===== config.mk =====
export PLATFORM = sky130hd
export DESIGN_NAME = wb_stage_skid_reg
export DESIGN_NICKNAME = d
export VERILOG_FILES = /design/src/rtl/wb_stage_skid_reg.sv
export SDC_FILE = /design/constraint.sdc
export NUM_CORES = 1
export LEC_CHECK = 0
export ABC_AREA = 0
export CAP_MARGIN = 20
export CORE_MARGIN = 3
export CORE_UTILIZATION = 51
export DETAILED_ROUTE_END_ITERATION = 6
export GPL_ROUTABILITY_DRIVEN = 0
export PLACE_DENSITY = 0.8
export SYNTH_ARGS = -nofsm -noshare
export SYNTH_HDL_FRONTEND = slang
export SYNTH_SLANG_ARGS = --single-unit

===== constraint.sdc =====
create_clock -name clk -period 6.47 [get_ports clk]
set_clock_uncertainty 0.2 [all_clocks]
set_input_delay 1.294 -clock clk [delete_from_list [all_inputs] [get_ports clk]]
set_output_delay 1.294 -clock clk [all_outputs]
set_load 0.05 [all_outputs]

===== src/rtl/wb_stage_skid_reg.sv =====
// MEM->WB pipeline register with a valid/ready handshake and a two-entry skid buffer.
// Define WB_STAGE_RESULT_MUX_EN to add the wb_value output.
module wb_stage_skid_reg #(
  parameter int DATA_W = 32,
  parameter int DEST_W = 4
) (
  input  logic              clk,
  input  logic              rst,
  input  logic              flush,
  input  logic              in_valid,
  output logic              in_ready,
  input  logic              WB_EN_in,
  input  logic              Mem_R_EN_in,
  input  logic [DEST_W-1:0] dest_in,
  input  logic [DATA_W-1:0] ALU_res_in,
  input  logic [DATA_W-1:0] Mem_Data_in,
  output logic              out_valid,
  input  logic              out_ready,
  output logic              WB_EN,
  output logic              Mem_R_EN,
  output logic [DEST_W-1:0] dest,
  output logic [DATA_W-1:0] ALU_res,
`ifdef WB_STAGE_RESULT_MUX_EN
  output logic [DATA_W-1:0] wb_value,
`endif
  output logic [DATA_W-1:0] Mem_Data
);

  typedef enum logic [1:0] {EMPTY = 2'd0, ONE = 2'd1, FULL = 2'd2} state_t;

  state_t              state_q, state_d;
  logic                out_valid_q, out_valid_d;
  logic                in_ready_q, in_ready_d;
  logic                wb_en_q, wb_en_d;
  logic                mem_r_en_q, mem_r_en_d;
  logic [DEST_W-1:0]   dest_q, dest_d;
  logic [DATA_W-1:0]   alu_q, alu_d;
  logic [DATA_W-1:0]   mem_q, mem_d;
  logic                sk_wb_en_q, sk_wb_en_d;
  logic                sk_mem_r_en_q, sk_mem_r_en_d;
  logic [DEST_W-1:0]   sk_dest_q, sk_dest_d;
  logic [DATA_W-1:0]   sk_alu_q, sk_alu_d;
  logic [DATA_W-1:0]   sk_mem_q, sk_mem_d;

  logic accept;
  logic consume;

  assign accept  = in_valid && in_ready_q;
  assign consume = out_valid_q && out_ready;

  always_comb begin
    state_d       = state_q;
    wb_en_d       = wb_en_q;
    mem_r_en_d    = mem_r_en_q;
    dest_d        = dest_q;
    alu_d         = alu_q;
    mem_d         = mem_q;
    sk_wb_en_d    = sk_wb_en_q;
    sk_mem_r_en_d = sk_mem_r_en_q;
    sk_dest_d     = sk_dest_q;
    sk_alu_d      = sk_alu_q;
    sk_mem_d      = sk_mem_q;

    // Flush keeps the output data fields untouched; only validity is dropped.
    if (flush) begin
      state_d       = EMPTY;
      sk_wb_en_d    = 1'b0;
      sk_mem_r_en_d = 1'b0;
      sk_dest_d     = '0;
      sk_alu_d      = '0;
      sk_mem_d      = '0;
    end else begin
      unique case (state_q)
        EMPTY: begin
          if (accept) begin
            state_d    = ONE;
            wb_en_d    = WB_EN_in;
            mem_r_en_d = Mem_R_EN_in;
            dest_d     = dest_in;
            alu_d      = ALU_res_in;
            mem_d      = Mem_Data_in;
          end
        end
        ONE: begin
          if (accept && consume) begin
            wb_en_d    = WB_EN_in;
            mem_r_en_d = Mem_R_EN_in;
            dest_d     = dest_in;
            alu_d      = ALU_res_in;
            mem_d      = Mem_Data_in;
          end else if (accept) begin
            state_d       = FULL;
            sk_wb_en_d    = WB_EN_in;
            sk_mem_r_en_d = Mem_R_EN_in;
            sk_dest_d     = dest_in;
            sk_alu_d      = ALU_res_in;
            sk_mem_d      = Mem_Data_in;
          end else if (consume) begin
            state_d = EMPTY;
          end
        end
        FULL: begin
          if (consume) begin
            state_d       = ONE;
            wb_en_d       = sk_wb_en_q;
            mem_r_en_d    = sk_mem_r_en_q;
            dest_d        = sk_dest_q;
            alu_d         = sk_alu_q;
            mem_d         = sk_mem_q;
            sk_wb_en_d    = 1'b0;
            sk_mem_r_en_d = 1'b0;
            sk_dest_d     = '0;
            sk_alu_d      = '0;
            sk_mem_d      = '0;
          end
        end
        default: state_d = EMPTY;
      endcase
    end

    out_valid_d = (state_d != EMPTY);
    in_ready_d  = (state_d != FULL);
    if (state_d == EMPTY) wb_en_d = 1'b0;
  end

  always_ff @(posedge clk or posedge rst) begin
    if (rst) begin
      state_q       <= EMPTY;
      out_valid_q   <= 1'b0;
      in_ready_q    <= 1'b1;
      wb_en_q       <= 1'b0;
      mem_r_en_q    <= 1'b0;
      dest_q        <= '0;
      alu_q         <= '0;
      mem_q         <= '0;
      sk_wb_en_q    <= 1'b0;
      sk_mem_r_en_q <= 1'b0;
      sk_dest_q     <= '0;
      sk_alu_q      <= '0;
      sk_mem_q      <= '0;
    end else begin
      state_q       <= state_d;
      out_valid_q   <= out_valid_d;
      in_ready_q    <= in_ready_d;
      wb_en_q       <= wb_en_d;
      mem_r_en_q    <= mem_r_en_d;
      dest_q        <= dest_d;
      alu_q         <= alu_d;
      mem_q         <= mem_d;
      sk_wb_en_q    <= sk_wb_en_d;
      sk_mem_r_en_q <= sk_mem_r_en_d;
      sk_dest_q     <= sk_dest_d;
      sk_alu_q      <= sk_alu_d;
      sk_mem_q      <= sk_mem_d;
    end
  end

  assign in_ready  = in_ready_q;
  assign out_valid = out_valid_q;
  assign WB_EN     = wb_en_q;
  assign Mem_R_EN  = mem_r_en_q;
  assign dest      = dest_q;
  assign ALU_res   = alu_q;
  assign Mem_Data  = mem_q;

`ifdef WB_STAGE_RESULT_MUX_EN
  assign wb_value = mem_r_en_q ? mem_q : alu_q;
`endif

endmodule


# [Word level (Yosys, flattened, before mapping)]
# Cells that the tools add are included.
# W data, S select, Z words.
[classes] n_mux=47 reduce_logical=12 bitwise=1 eq_ne=13
[ops] cell="$mux W32" count=11
[ops] cell="$pmux W32 S3" count=2
[ops] cell="$pmux W32 S2" count=2
[ops] cell="$mux W4" count=6
[ops] cell="$ne A3 B3 Y1 const B" count=6
[ops] cell="$mux W1" count=13
[ops] cell="$mux W2" count=6
[ops] cell="$pmux W4 S3" count=1
[ops] cell="$reduce_and A5 Y1" count=2
[ops] cell="$ne A2 B2 Y1 const B" count=4
[ops] cell="$pmux W4 S2" count=1
[ops] cell="$pmux W1 S3" count=2
[ops] cell="$pmux W2 S3" count=1
[ops] cell="$reduce_bool A3 Y1" count=2
[ops] cell="$logic_not A2 Y1" count=2
[ops] cell="$pmux W1 S2" count=2
[ops] cell="$reduce_and A4 Y1" count=1
[ops] cell="$reduce_bool A4 Y1" count=1
[ops] cell="$logic_and A1 B1 Y1" count=3
[ops] cell="$eq A2 B1 Y1 const B" count=1
[ops] cell="$eq A2 B2 Y1 const B" count=1
[ops] cell="$ne A2 B1 Y1 const B" count=1
[ops] cell="$reduce_bool A2 Y1" count=1
[ops] cell="$not A1 Y1" count=1
[totals] ff_bits=144 out_inout_bits=72 wordCells=86

# [Logic depth before layout (Yosys ltp)]
[depth] depth_word=9 depth_mapped=7 mapped_depth_nobuf=3

# [Worst setup path after synthesis]
# OpenSTA, ideal clock, no wires.
[synth_path] path_kind="input-to-reg" from="in flush" to="reg alu_q[18], in the netlist ALU_res[18]" t_arrival_ns=2.420 required_time_ns=6.145 setup_time_ns=0.125 cell_stages=5 setup_slack_ns=3.725 path_cell_list="nand3b_1 > o32ai_4 > buf_6 > buf_6 > mux2_2"
[synth_via] elab_chain_len=2
[synth_lines] element="start: declaration" line_no="9" text="input logic flush,"
[synth_lines] element="$not A1 Y1 (no source line)"
[synth_lines] element="$reduce_and A5 Y1 (no source line)"
[synth_lines] element="end signal: assignment" line_no="148" text="alu_q <= alu_d;"
[synth_lines] element="end: declaration" line_no="37" text="logic [DATA_W-1:0] alu_q, alu_d;"
# Every way passes these cells.
# A chain may end at the register's enable or synchronous reset.

# [Worst setup path after layout]
[layout_path] from="in out_ready" to="reg alu_q[13], in the netlist ALU_res[13]"
[layout_via] elab_chain_len=4
[layout_lines] element="start: declaration" line_no="18" text="input logic out_ready,"
[layout_lines] element="$logic_and A1 B1 Y1 (*)" line_no="49" text="assign consume = out_valid_q && out_ready;"
[layout_lines] element="$logic_and A1 B1 Y1" line_no="85" text="if (accept && consume) begin"
[layout_lines] element="$ne A2 B2 Y1 (no source line)"
[layout_lines] element="$reduce_and A5 Y1 (no source line) (*)"
# Mark *: on every way between the ends. The rest lies on a longest branch, timed or not.

==> impl.org <==
** Status
- Status :: finished, final reports clean

** Clocking
- CTS H-tree lvls :: 4
- In this run, CTS created clock tree buffers numbering 17.
- Buffers inserted to repair hold after CTS numbered 0.
- Clock buffer depth :: 2
- For this design, the sink count on the clock tree is 144.
- Clock-pin slew was measured on the worst setup and hold paths at 0.06 ns.
- In this run the clock root is driven by a sky130_fd_sc_hd__clkbuf_16.
- Count of cells resized by post-cts repair :: 0
- TritonCTS built the clock tree.
- Total setup buffers inserted after CTS :: 0
- Clock latency at the later pin of the worst-skew pair :: 0.42 ns

** Setup path
- Crit path DAT :: 3.94 ns
- Beginning of the worst register-to-register path :: state_q[0]
- Setup slack, reg-to-reg :: 3.20 ns
- Startpoint class of the critical path :: input pin
- The setup path with the least slack is of type input pin to flip-flop.
- Category of the worst setup path capture point :: flip-flop
- In this run the worst path has a maximum fanout of 56.
- Required time of the critical path :: 6.57 ns
- Number of cells on the worst reg-to-reg path :: 5
- Worst reg2reg endpoint :: ALU_res[13]

** GRT
- Overflow after GRT :: 0
- Initial antenna violation count :: 2
- The first global-routing pass estimated 30100 um of wire.
- The number of global-route vias before repair was 5719.
- Across every metal layer, demand over resource in global routing totals 25.4%.
- Maximum number of pins on one net before global-route repair :: 98

** Timing
- Final-report max-slew violation count :: 0
- In the final timing run, aggregate negative setup slack is 0 ns.
- Measured against its own limit, the worst slew margin works out to 30.3%.
- Time the worst path needs with I/O delays and setup :: 3.84 ns
- Setup violations remaining at the end of the flow were counted as 0.
- PnR worst setup slack :: 2.63 ns
- Ratio of final minimum period to clock period :: 59.3%
- Number of hold violations in the final report :: 0
- Final hold analysis gives a worst-case slack of 0.293 ns.
- Setup repair after global routing missed its margin :: false
- For this run, the top clock speed supported by timing is 261 MHz.
- At the pin with the least slew margin, the transition time is 1.05 ns.

** Die
- Die Area :: 15100 um2
- Die outline height :: 123 um
- Ports placed on the boundary :: 147
- The initial utilization of the core area, before any placement, comes to 52.6%.
- Die Wd :: 123 um
- Area of the placeable core :: 13300 um2
- Row generation in the floorplan step produced 42 rows.

** Final layout
- Final core occ :: 68.1%
- The library cell used most frequently in the layout, excluding fill and tap cells, is sky130_fd_sc_hd__clkdlybuf4s50_1.
- In the final layout, the share of cells above drive strength 1 is 25.5%.
- From synthesis to final layout, the design area changed by 29.6%.
- The layout has 986 filler cells.
- Leaving out fill and tap cells, the most frequent cells in the layout are sky130_fd_sc_hd__clkdlybuf4s50_1 (145), sky130_fd_sc_hd__dfrtp_1 (142), sky130_fd_sc_hd__mux2_2 (130).
- Total Nets Final :: 767
- Antenna cells :: 0

** Drt
- Wire length per cell :: 21.4 um
- Wire length reported by the detailed router :: 18900 um
- TritonRoute pass-1 iters :: 5
- In the routed design, unresolved DRC markers number 0.
- Routed vias/inst :: 6.35
- Post-route antenna net violation count :: 0
- First DRT Iteration DRCs :: 589
- Via count :: 5596

** Placement
- Detailed placement HPWL :: 11200 um
- Buffers placed on the I/O ports in this run total 146.
- Setup slack at placement :: 2.21 ns

** Synthesis
- Counting flops and latches in the post-synthesis netlist gives 144.
- EDFF count, synth :: 0
- Mapped Nets :: 664
- Of all flip-flops after synthesis, the portion carrying an async set or reset was 100%.
- Mean cell area of the mapped netlist :: 11.9 um2
- Register area share after synthesis :: 51.6%
- The synthesized netlist occupies a cell area of 6990 um2.
- Number of warning messages in the yosys log :: 0
- Most instantiated flip-flop cell in the synthesis netlist :: sky130_fd_sc_hd__dfrtp_1
- Post-Synthesis Cells :: 589
- Post-synth cell types :: 32

** Hold path
- The startpoint identified for the worst hold timing path is ALU_res[21].
- Worst hold endpoint :: ALU_res[21]
- Type of the worst min-delay path :: flip-flop to flip-flop
- Hold path depth :: 1

** Job
- Across the run, the number of max-cap violations was 0.

** Power
- Dividing total power by cell area gives a power density of 376 nW/um2.
- Total power for the finished layout comes to 0.00340 W.
- Summed over all cells, the static leakage comes to 3.58 nW.
- Peak VDD IR :: 0.247 mV
[cell families (layout without fill, tap and decap cells)]
logic type             after synthesis  after routing  share of synthesized area, %
multiplexers                       139            139                          22.4
buffers and inverters               74            190                          4.64
AO/OA/AOI/OAI                      151            151                          14.1
AND/OR/NAND/NOR                     81             81                          7.31
flip-flops                         144            144                          51.6
[registers in the layout, summed over array words and instances, names as in the netlist]
name,count
Mem_Data,32
WB_EN,1
in_ready,1
sk_mem_q,32
out_valid,1
sk_alu_q,32
ALU_res,32
Mem_R_EN,1
sk_dest_q,4
dest,4
sk_wb_en_q,1
state_q,2
sk_mem_r_en_q,1
[synthesized netlist by cell type, types with 3 or more instances]
cell type | instances | area share [%]
sky130_fd_sc_hd__inv_1 | 3 | 0.16
sky130_fd_sc_hd__buf_4 | 5 | 0.54
sky130_fd_sc_hd__buf_2 | 10 | 0.72
sky130_fd_sc_hd__dfrtp_1 | 143 | 51
sky130_fd_sc_hd__mux2_1 | 8 | 1.3
sky130_fd_sc_hd__a21oi_1 | 71 | 5.1
sky130_fd_sc_hd__nand4_1 | 70 | 6.3
sky130_fd_sc_hd__o211ai_1 | 70 | 7.5
sky130_fd_sc_hd__mux2_2 | 130 | 21
sky130_fd_sc_hd__buf_1 | 5 | 0.27
sky130_fd_sc_hd__clkbuf_1 | 49 | 2.6
[per-stage QoR]
| step | instances | cell area, um2 |
|---|---|---|
| 6_report | 881 | 9050 |
| 5_1_grt | 881 | 9050 |
| 4_1_cts | 881 | 9050 |
| 3_5_place_dp | 849 | 8450 |
| 3_3_place_gp | 848 | 8430 |
| 2_1_floorplan | 589 | 6990 |
[routing by layer]
metal / routed length [um] / vias up / global-route usage (%)
met5: 32 / - / 0
met4: 367 / 4 / 8.51
met3: 1470 / 32 / 6.45
met2: 9260 / 245 / 40.1
met1: 7770 / 2863 / 34.4
li1: - / 2452 / -
[power breakdown]
part / internal (W) / switching (W)
combinational: 0.000448 / 0.000787
sequential: 0.00106 / 0.0000975
clock: 0.000633 / 0.000372
[final cells by class]
type | instances | area (um2) | share of cell area [%]
clock buffers | 21 | 470 | 5.20
clock inverters | 11 | 136 | 1.51
inverters | 3 | 16.3 | 0.180
multi-input cells | 371 | 3070 | 33.9
flip-flops and latches | 144 | 3610 | 39.8
well taps | 176 | 220 | 2.43
repair buffers | 155 | 1540 | 17.0
[how the worst max path moves through the flow]
stage              start           to
3_5_place_dp   out_ready   ALU_res[8]
6_report       out_ready  ALU_res[13]
3_3_place_gp   out_ready  ALU_res[18]
4_1_cts        out_ready  ALU_res[13]
5_1_grt        out_ready  ALU_res[13]
2_1_floorplan        rst   ALU_res[0]
[critical path: stages]
cell and delay [ns]:
sky130_fd_sc_hd__clkdlybuf4s50_1 0.63, sky130_fd_sc_hd__a21boi_2 0.17, sky130_fd_sc_hd__o32ai_4 0.66, sky130_fd_sc_hd__buf_4 0.74, sky130_fd_sc_hd__mux2_2 0.41
No activity file was read; power rests on OpenSTA's default activity.
